[config.mk]
export PLATFORM = sky130hd
export DESIGN_NAME = mtr_pwm_drv
export DESIGN_NICKNAME = d
export VERILOG_FILES = /design/src/rtl/knight_mtr_pkg.sv /design/src/rtl/pwm11_chnl.sv /design/src/rtl/mtr_pwm_drv.sv
export SDC_FILE = /design/constraint.sdc
export NUM_CORES = 1
export LEC_CHECK = 0
export ABC_CLOCK_PERIOD_IN_PS = 4900
export BUFFER_PORTS_ARGS = -buffer_cell sky130_fd_sc_hd__buf_2
export CORE_MARGIN = 8
export CORE_UTILIZATION = 60
export DETAILED_ROUTE_END_ITERATION = 8
export GPL_ROUTABILITY_DRIVEN = 0
export PLACE_DENSITY_LB_ADDON = 0.3
export SYNTH_ARGS = -nofsm -noshare
export SYNTH_HDL_FRONTEND = slang
export SYNTH_SLANG_ARGS = --single-unit
[constraint.sdc]
create_clock -name clk -period 4.9 [get_ports clk]
set_input_delay 0.735 -clock clk [delete_from_list [all_inputs] [get_ports clk]]
set_output_delay 0.735 -clock clk [all_outputs]
set_load 0.02 [all_outputs]
[src/rtl/knight_mtr_pkg.sv]
// ============================================================================
// Module      : knight_mtr_pkg
// Description : Shared types, constants and speed-to-duty mapping for the
//               Knight motor PWM drive.
// Revision    : 1.0 - initial release
// ============================================================================
`default_nettype none

package knight_mtr_pkg;

    typedef logic signed [11:0] spd_t;

    localparam int unsigned PWM_BITS  = 11;
    localparam logic [10:0] DUTY_ZERO = 11'h400;

    // Half-scale offset plus half the signed speed; the 12-bit sum always lands in 0..2047.
    function automatic logic [10:0] spd2duty(input spd_t spd);
        spd_t        half;
        logic [11:0] sum;
        half = spd >>> 1;
        sum  = {1'b0, DUTY_ZERO} + half;
        return sum[10:0];
    endfunction

endpackage

`default_nettype wire

[src/rtl/pwm11_chnl.sv]
// ============================================================================
// Module      : pwm11_chnl
// Description : One complementary PWM pair with dead time, driven from the
//               shared 11-bit period counter and an active duty value.
// Revision    : 1.0 - initial release
// ============================================================================
`default_nettype none

module pwm11_chnl #(
    parameter int unsigned NONOVERLAP = 32
) (
    input  logic        clk,
    input  logic        rst_n,
    input  logic [10:0] cnt,
    input  logic [10:0] duty,
    output logic        pwm1,
    output logic        pwm2
);

    localparam logic [10:0] NOVL_11  = 11'(NONOVERLAP);
    localparam logic [11:0] NOVL_12  = 12'(NONOVERLAP);
    localparam logic [10:0] CNT_LAST = 11'h7FF;

    logic [11:0] pwm2_on;
    logic        pwm1_set;
    logic        pwm1_clr;
    logic        pwm2_set;
    logic        pwm2_clr;

    assign pwm2_on  = {1'b0, duty} + NOVL_12;
    assign pwm1_set = (cnt == NOVL_11) && (duty > NOVL_11);
    assign pwm1_clr = (cnt == duty);
    assign pwm2_set = ({1'b0, cnt} == pwm2_on) && (pwm2_on < {1'b0, CNT_LAST});
    assign pwm2_clr = (cnt == CNT_LAST);

    // Clear takes precedence so a coincident set/clear never produces a glitch pulse.
    always_ff @(posedge clk or negedge rst_n) begin
        if (!rst_n) begin
            pwm1 <= 1'b0;
            pwm2 <= 1'b0;
        end else begin
            if (pwm1_clr)
                pwm1 <= 1'b0;
            else if (pwm1_set)
                pwm1 <= 1'b1;

            if (pwm2_clr)
                pwm2 <= 1'b0;
            else if (pwm2_set)
                pwm2 <= 1'b1;
        end
    end

endmodule

`default_nettype wire

[src/rtl/mtr_pwm_drv.sv]
// ============================================================================
// Module      : mtr_pwm_drv
// Description : Left/right wheel PWM driver; double-buffers signed speed
//               commands and owns the shared 2048-clk period counter.
// Revision    : 1.0 - initial release
// ============================================================================
`default_nettype none

module mtr_pwm_drv
    import knight_mtr_pkg::*;
#(
    parameter int unsigned NONOVERLAP = 32
) (
    input  logic        clk,
    input  logic        rst_n,
    input  logic [11:0] lft_spd,
    input  logic [11:0] rght_spd,
    input  logic        spd_vld,
    output logic        lftPWM1,
    output logic        lftPWM2,
    output logic        rghtPWM1,
    output logic        rghtPWM2,
    output logic        prd_strt
);

    localparam logic [PWM_BITS-1:0] CNT_LAST = '1;

    logic [PWM_BITS-1:0] cnt;
    spd_t                lft_shdw;
    spd_t                rght_shdw;
    logic [10:0]         lft_duty;
    logic [10:0]         rght_duty;
    logic                wrap_q;
    logic                prd_end;

    assign prd_end = (cnt == CNT_LAST);

    always_ff @(posedge clk or negedge rst_n) begin
        if (!rst_n) begin
            cnt       <= '0;
            lft_shdw  <= '0;
            rght_shdw <= '0;
            lft_duty  <= DUTY_ZERO;
            rght_duty <= DUTY_ZERO;
            wrap_q    <= 1'b0;
            prd_strt  <= 1'b0;
        end else begin
            cnt <= cnt + 1'b1;

            if (spd_vld) begin
                lft_shdw  <= lft_spd;
                rght_shdw <= rght_spd;
            end

            // A strobe landing on the last count bypasses the shadow so it is not lost for a period.
            if (prd_end) begin
                lft_duty  <= spd2duty(spd_vld ? lft_spd  : lft_shdw);
                rght_duty <= spd2duty(spd_vld ? rght_spd : rght_shdw);
            end

            // Two stages so the pulse lines up with the first registered PWM cycle of a period.
            wrap_q   <= prd_end;
            prd_strt <= wrap_q;
        end
    end

    pwm11_chnl #(
        .NONOVERLAP (NONOVERLAP)
    ) u_lft (
        .clk   (clk),
        .rst_n (rst_n),
        .cnt   (cnt),
        .duty  (lft_duty),
        .pwm1  (lftPWM1),
        .pwm2  (lftPWM2)
    );

    pwm11_chnl #(
        .NONOVERLAP (NONOVERLAP)
    ) u_rght (
        .clk   (clk),
        .rst_n (rst_n),
        .cnt   (cnt),
        .duty  (rght_duty),
        .pwm1  (rghtPWM1),
        .pwm2  (rghtPWM2)
    );

endmodule

`default_nettype wire

==> impl_results.md, run 1 <==
- Critical-path cell list: ha_1 -> and4_4 -> nand4_4 -> mux2_4
- Vias in the first global route: 2032
- Cell area after layout: 0.003386 mm^2
- Slew Limit Fails: 0
- Pin count of the biggest net entering global routing: 62
- Longest Clk Path Bufs: 2
- Startpoint types: register
- Setup bufs post-CTS: 0
- Port bufs: 29
- Hold Slack: 353.7 ps
- Worst R2R Setup Slack: 2740 ps
- Drt initial violations: 133
- Max-cap violations: 0
- Initial antenna violation count: 0
- First-pass GRT wire length: 9480 um
- Fin crit share: 0.4411
- Wirelength, routed: 5530 um
- I/O Pins: 32
- Synth cell types: 41
- Fillers: 374
- VDD IR max: 0.1970 mV
- Setup violators final: 0
- Fin worst setup slack: 2738 ps
- Share of cells above drive strength 1: 0.3123
- Crit path DAT: 2380 ps
- Top-count cell post-synth: dfrtp_1
- Diodes inserted: 0
- CTS tree: done
- Post-synth EDFFs: 0
- CP Capture Type: register
- Worst min-delay path class: register to register
- Final setup TNS: 0 ps
- Global route total overflow: 0
- Yosys synthesis warning count: 0
- H-tree Lvls: 3
- Clk slew on worst S/H paths: 60 ps
- F_max: 462.6 MHz
- Detailed placer's ending HPWL: 3743 um
- Synthesized Nets: 290
- Clock skew: 4.746 ps
- Worst setup path endpoint: lft_duty[9]
- Mapped cell area: 0.003089 mm^2
- CTS Hold Bufs: 0
- Unrepaired setup endpoints after global routing: no
- CP top delay family: simple AND/OR/NAND/NOR gates
- Crit-path max cell delay: 520 ps
- Area grow syn2layout: 9.599%
- DR WL/cell: 15.58 um
- CTS resizes: 0
- Dpl cell area: 0.003232 mm^2
- DRC viols: 0
- Area of the multi-input gates: 0.001429 mm^2
- Core area: 0.005042 mm^2
- Die width: 87.76 um
- Least-Margin Pin Slew: 751.2 ps
- R2r startpoint: cnt[1]
- Max-Slew Margin vs Limit: 0.4992
- #FFs+latches synth: 61
- Top cells by area, synth: dfrtp_1 (48%), mux2_2 (9.8%), mux2_4 (7.3%), xnor2_1 (6.2%), xor2_1 (4.0%)
- Sequential area share after synthesis: 0.4949
- Register area: 0.001529 mm^2
- Syn Inst Count: 257
- DRT Pass-1 Iters: 4
- PD cells: 292.7 mW/mm^2
- Top cell type's share of synthesized area: 0.4779
- Via/cell ratio: 5.592
- Worst path required time: 5120 ps
- Final Hold Vio Count: 0
- Initial Util: 0.6127
- Via Count: 1985
- Die Y: 87.76 um
- RR Endpoint: lft_duty[9]
- Power Total: 990.9 uW
- Fin crit period: 2162 ps
- Critical Path Stages: 4
- Final ANT Viol Nets: 0
- Pre-CTS WS: 2707 ps
- Row Count: 26
- R2R cell count: 4
- P_leak: 0.001579 uW
- CTS sink cnt: 61
- Mean post-synth cell area: 12.02 um^2
- CP Class: register to register
- CTS buffer count: 9
- Root buf cell: clkbuf_8
- Synth cell count leaders: dfrtp_1 (59), mux2_2 (27), xnor2_1 (22), mux2_4 (15), xor2_1 (14)
- Crit Path Max Fanout: 25
- Post-synth top area cell: dfrtp_1
- Die area: 0.007701 mm^2
- Final nets: 313
- Async set-reset flop share out of synthesis: 1.000
- Clk_lat worst skew: 330 ps
- GRT Overall Usage: 0.1595
- Top_reg_cell synth: dfrtp_1
- Run status: finished clean
- Buf/Inv on CP: 0
- Worst Setup SP: cnt[1]
- Slowest cell on crit path: dfrtp_1
metal layers:
layer  wire length (um)  global-route usage  vias up
met5                  0                   0        -
met3                274             0.04128        9
met1               2688              0.2089      983
met2               2486              0.2401       42
li1                   -                   -      951
met4                 80             0.07500        0
state kept, by name, summed over array words and instances, names as in the netlist:
signal and cells:
cnt 11, lft_duty 11, lft_shdw 11, rght_duty 11, rght_shdw 11, prd_strt 1, u_lft.pwm1 1, u_lft.pwm2 1
u_rght.pwm1 1, u_rght.pwm2 1, wrap_q 1
layout make-up:
class | count | share of cell area
multi-input cells | 169 | 0.4220
clock buffers | 13 | 0.04102
repair buffers | 30 | 0.04508
flip-flops and latches | 61 | 0.4516
clock inverters | 3 | 0.004435
inverters | 9 | 0.009978
well taps | 70 | 0.02587
where the power goes:
| part | internal [uW] | switching (uW) |
|---|---|---|
| combinational | 45.4 | 36.6 |
| clock | 181 | 178 |
| sequential | 530 | 19.0 |
per-stage QoR:
stage	util	cells
after floorplan	-	257
after global placement	0.6409	339
after detailed placement	0.6409	339
after CTS	0.6715	355
after global routing	0.6715	355
final	0.6715	355
worst min-delay path by stage:
stage / start / to / cells past startpoint
6_report: wrap_q / prd_strt / 0
5_1_grt: wrap_q / prd_strt / 0
4_1_cts: wrap_q / prd_strt / 0
3_5_place_dp: wrap_q / prd_strt / 0
3_3_place_gp: wrap_q / prd_strt / 0
2_1_floorplan: wrap_q / prd_strt / 0
cells by family after synthesis:
family / Yosys count / synth area share
AND/OR/NAND/NOR: 65 / 0.1239
flip-flops: 61 / 0.4949
multiplexers: 42 / 0.1713
XOR/XNOR: 36 / 0.1021
buffers and inverters: 27 / 0.04253
AO/OA/AOI/OAI: 20 / 0.04091
adder cells (fa/ha/maj): 6 / 0.02430
layout by cell type (no fill, tap or decap), types with 2 or more instances in the layout:
cell,netlist,layout
dfrtp_1,59,59
buf_2,3,29
mux2_2,27,27
xnor2_1,22,22
mux2_4,15,15
xor2_1,14,14
nand3_1,12,12
nand2_1,11,11
nor4_1,11,11
inv_1,9,9
clkbuf_8,0,9
o21ai_0,7,7
nor2_1,6,6
ha_1,6,6
nor3_1,5,5
nand4_1,4,4
clkbuf_1,8,4
nor2b_1,3,3
a21oi_1,3,3
a31oi_1,3,3
clkinv_2,0,3
and4_1,2,2
and3_1,2,2
dfstp_2,2,2
Power figures use the tool's default switching activity.
==> run 2: changes to the inputs <==
--- a/config.mk
+++ b/config.mk
@@ -5,10 +5,10 @@
 export SDC_FILE = /design/constraint.sdc
 export NUM_CORES = 1
 export LEC_CHECK = 0
-export ABC_CLOCK_PERIOD_IN_PS = 4900
+export ABC_CLOCK_PERIOD_IN_PS = 2000
 export BUFFER_PORTS_ARGS = -buffer_cell sky130_fd_sc_hd__buf_2
 export CORE_MARGIN = 8
-export CORE_UTILIZATION = 60
+export CORE_UTILIZATION = 58
 export DETAILED_ROUTE_END_ITERATION = 8
 export GPL_ROUTABILITY_DRIVEN = 0
 export PLACE_DENSITY_LB_ADDON = 0.3
==> constraint.sdc (replaced) <==
create_clock -name clk -period 2 [get_ports clk]
set_input_delay 0.3 -clock clk [delete_from_list [all_inputs] [get_ports clk]]
set_output_delay 0.3 -clock clk [all_outputs]
set_load 0.02 [all_outputs]
==> impl_results.md, run 2 (synthesis results as in run 1) <==
- Run status: finished clean
- CTS buffer count: 9 (unchanged)
- Via/cell ratio: 5.523 (-1.2%)
- Row Count: 26 (unchanged)
- Root buf cell: clkbuf_8
- Port bufs: 29 (unchanged)
- R2r startpoint: cnt[2]
- Unrepaired setup endpoints after global routing: no
- I/O Pins: 32 (unchanged)
- RR Endpoint: rght_duty[0]
- Final nets: 325 (+3.8%)
- Worst setup path endpoint: rght_duty[0]
- GRT Overall Usage: 0.1627 (+0.003262)
- Pin count of the biggest net entering global routing: 26 (-58%)
- Net Sw Frac: 0.2267 (-0.009309)
- Initial antenna violation count: 0 (unchanged)
- Initial Util: 0.6010 (-0.01163)
- Worst Setup SP: cnt[2]
- Diodes inserted: 0 (unchanged)
- Fillers: 397 (+6.1%)
- Least-Margin Pin Slew: 515.2 ps (-236.0 ps)
- Power Total: 2605 uW (+160%)
- Clk slew on worst S/H paths: 60 ps (about the same)
- Commonest non-fill, non-tap cell in the layout: dfrtp_1
- Comb pwr share: 0.080 (-0.003)
- Share of cells above drive strength 1: 0.3468 (+0.03452)
- PD cells: 741.0 mW/mm^2 (+150%)
- Clk_lat worst skew: 330 ps (about the same)
- Setup violators final: 0 (unchanged)
- Fin crit share: 0.9096 (+0.4684)
- Final Hold Vio Count: 0 (unchanged)
- Clock power frac: 0.405 (+0.042)
- Clock skew: 4.718 ps (-0.02795 ps)
- Most frequent cells in the layout: dfrtp_1 (59), buf_2 (29), mux2_2 (27), xnor2_1 (22), mux2_4 (15)
- Wirelength, routed: 5743 um (+3.9%)
- H-tree Lvls: 3 (unchanged)
- Worst path required time: 2210 ps (-2910 ps)
- Vias in the first global route: 2127 (+4.7%)
- Startpoint types: register
- CTS tree: done
- P_sw: 590.6 uW (+150%)
- Slew Limit Fails: 0 (unchanged)
- Longest Clk Path Bufs: 2 (unchanged)
- Cell Int Power: 2015 uW (+170%)
- VDD IR max: 0.4696 mV (+140%)
- Core area: 0.005140 mm^2 (+1.9%)
- F_max: 549.7 MHz (+19%)
- Drt initial violations: 189 (+42%)
- Max-cap violations: 0 (unchanged)
- Setup bufs post-CTS: 0 (unchanged)
- CTS resizes: 0 (unchanged)
- Max-Slew Margin vs Limit: 0.6566 (+0.1573)
- Worst min-delay path class: input port to register
- CP Class: register to register
- P_leak: 0.001659 uW (+5.0%)
- CTS sink cnt: 61 (unchanged)
- CP Capture Type: register
- DRT Pass-1 Iters: 4 (unchanged)
- Die width: 88.98 um (+1.4%)
- R2R cell count: 5 (+1)
- Sequential share of power: 0.516 (-0.038)
- Die area: 0.007917 mm^2 (+2.8%)
- Detailed placer's ending HPWL: 4065 um (+8.6%)
- First-pass GRT wire length: 9922 um (+4.7%)
- Crit path DAT: 2030 ps (-350 ps)
- Final setup TNS: 0 ps (unchanged)
- Global route total overflow: 0 (unchanged)
- DRC viols: 0 (unchanged)
- DR WL/cell: 15.65 um (+0.46%)
- Via Count: 2027 (+2.1%)
- Crit Path Max Fanout: 25 (unchanged)
- Die Y: 88.98 um (+1.4%)
- Fin crit period: 1819 ps (-342.4 ps)
- Final ANT Viol Nets: 0 (unchanged)
- Area grow syn2layout: 13.81%
- Worst R2R Setup Slack: 180 ps (-2560 ps)
[run 2: what timing repair did]
item                                    4_1_cts  5_1_grt
endpoints found under the hold margin        21        0
hold buffers                                  1        0
endpoints found under the setup margin        0        0
[run 2: through the flow]
| stage | util | setup slack, ps | instance area, um^2 | hold slack, ps | std cells |
|---|---|---|---|---|---|
| 5_1_grt | 0.6840 | 19.52 | 3516 | 209.9 | 367 |
| 3_3_place_gp | 0.6448 | 219.0 | 3314 | 301.2 | 350 |
| 2_1_floorplan | - | 287.8 | 3089 | 4.409 | 257 |
| 3_5_place_dp | 0.6448 | 195.5 | 3314 | 301.2 | 350 |
| 6_report | 0.6840 | 180.9 | 3516 | 219.1 | 367 |
| 4_1_cts | 0.6840 | 161.2 | 3516 | 203.4 | 367 |
[run 2: how the worst min path moves through the flow]
| stage | start | end | slack, ps | cells after the start |
|---|---|---|---|---|
| 6_report | lft_spd[10] | lft_shdw[10] | 220 | 2 |
| 3_5_place_dp | rst_n | rght_duty[8] | 300 | 1 |
| 2_1_floorplan | rst_n | cnt[0] | 4 | 0 |
| 3_3_place_gp | rst_n | rght_duty[8] | 300 | 1 |
| 5_1_grt | rght_spd[2] | rght_shdw[2] | 210 | 2 |
| 4_1_cts | lft_spd[10] | lft_shdw[10] | 200 | 2 |
[run 2: area by class of cell]
type | count | area, um^2 | share of cell area
repair buffers | 42 | 245.2 | 0.06975
clock inverters | 5 | 50.05 | 0.01423
clock buffers | 11 | 141.4 | 0.04021
flip-flops and latches | 61 | 1529 | 0.4349
inverters | 9 | 33.78 | 0.009609
multi-input cells | 169 | 1429 | 0.4064
well taps | 70 | 87.58 | 0.02491
[run 2: power by group through the flow]
stage / registers [uW] / clock network [uW] / logic (uW)
floorplan: 1350 / 0 / 146
global placement: 1360 / 0 / 201
detailed placement: 1370 / 0 / 208
CTS: 1340 / 1080 / 212
global route: 1350 / 1130 / 235
finish: 1340 / 1050 / 207
[run 2: routing by layer]
metal / GRT usage / wire length [um]
met1: 0.2113 / 2736
met2: 0.2500 / 2650
met3: 0.03768 / 272
met4: 0.07855 / 85
met5: 0 / 0
[run 2: critical path, cell delays in order (launching register included)]
cell and delay [ps]:
dfrtp_1 380, and4_1 240, and4_4 230, nand4_4 80, buf_4 360, mux2_2 390
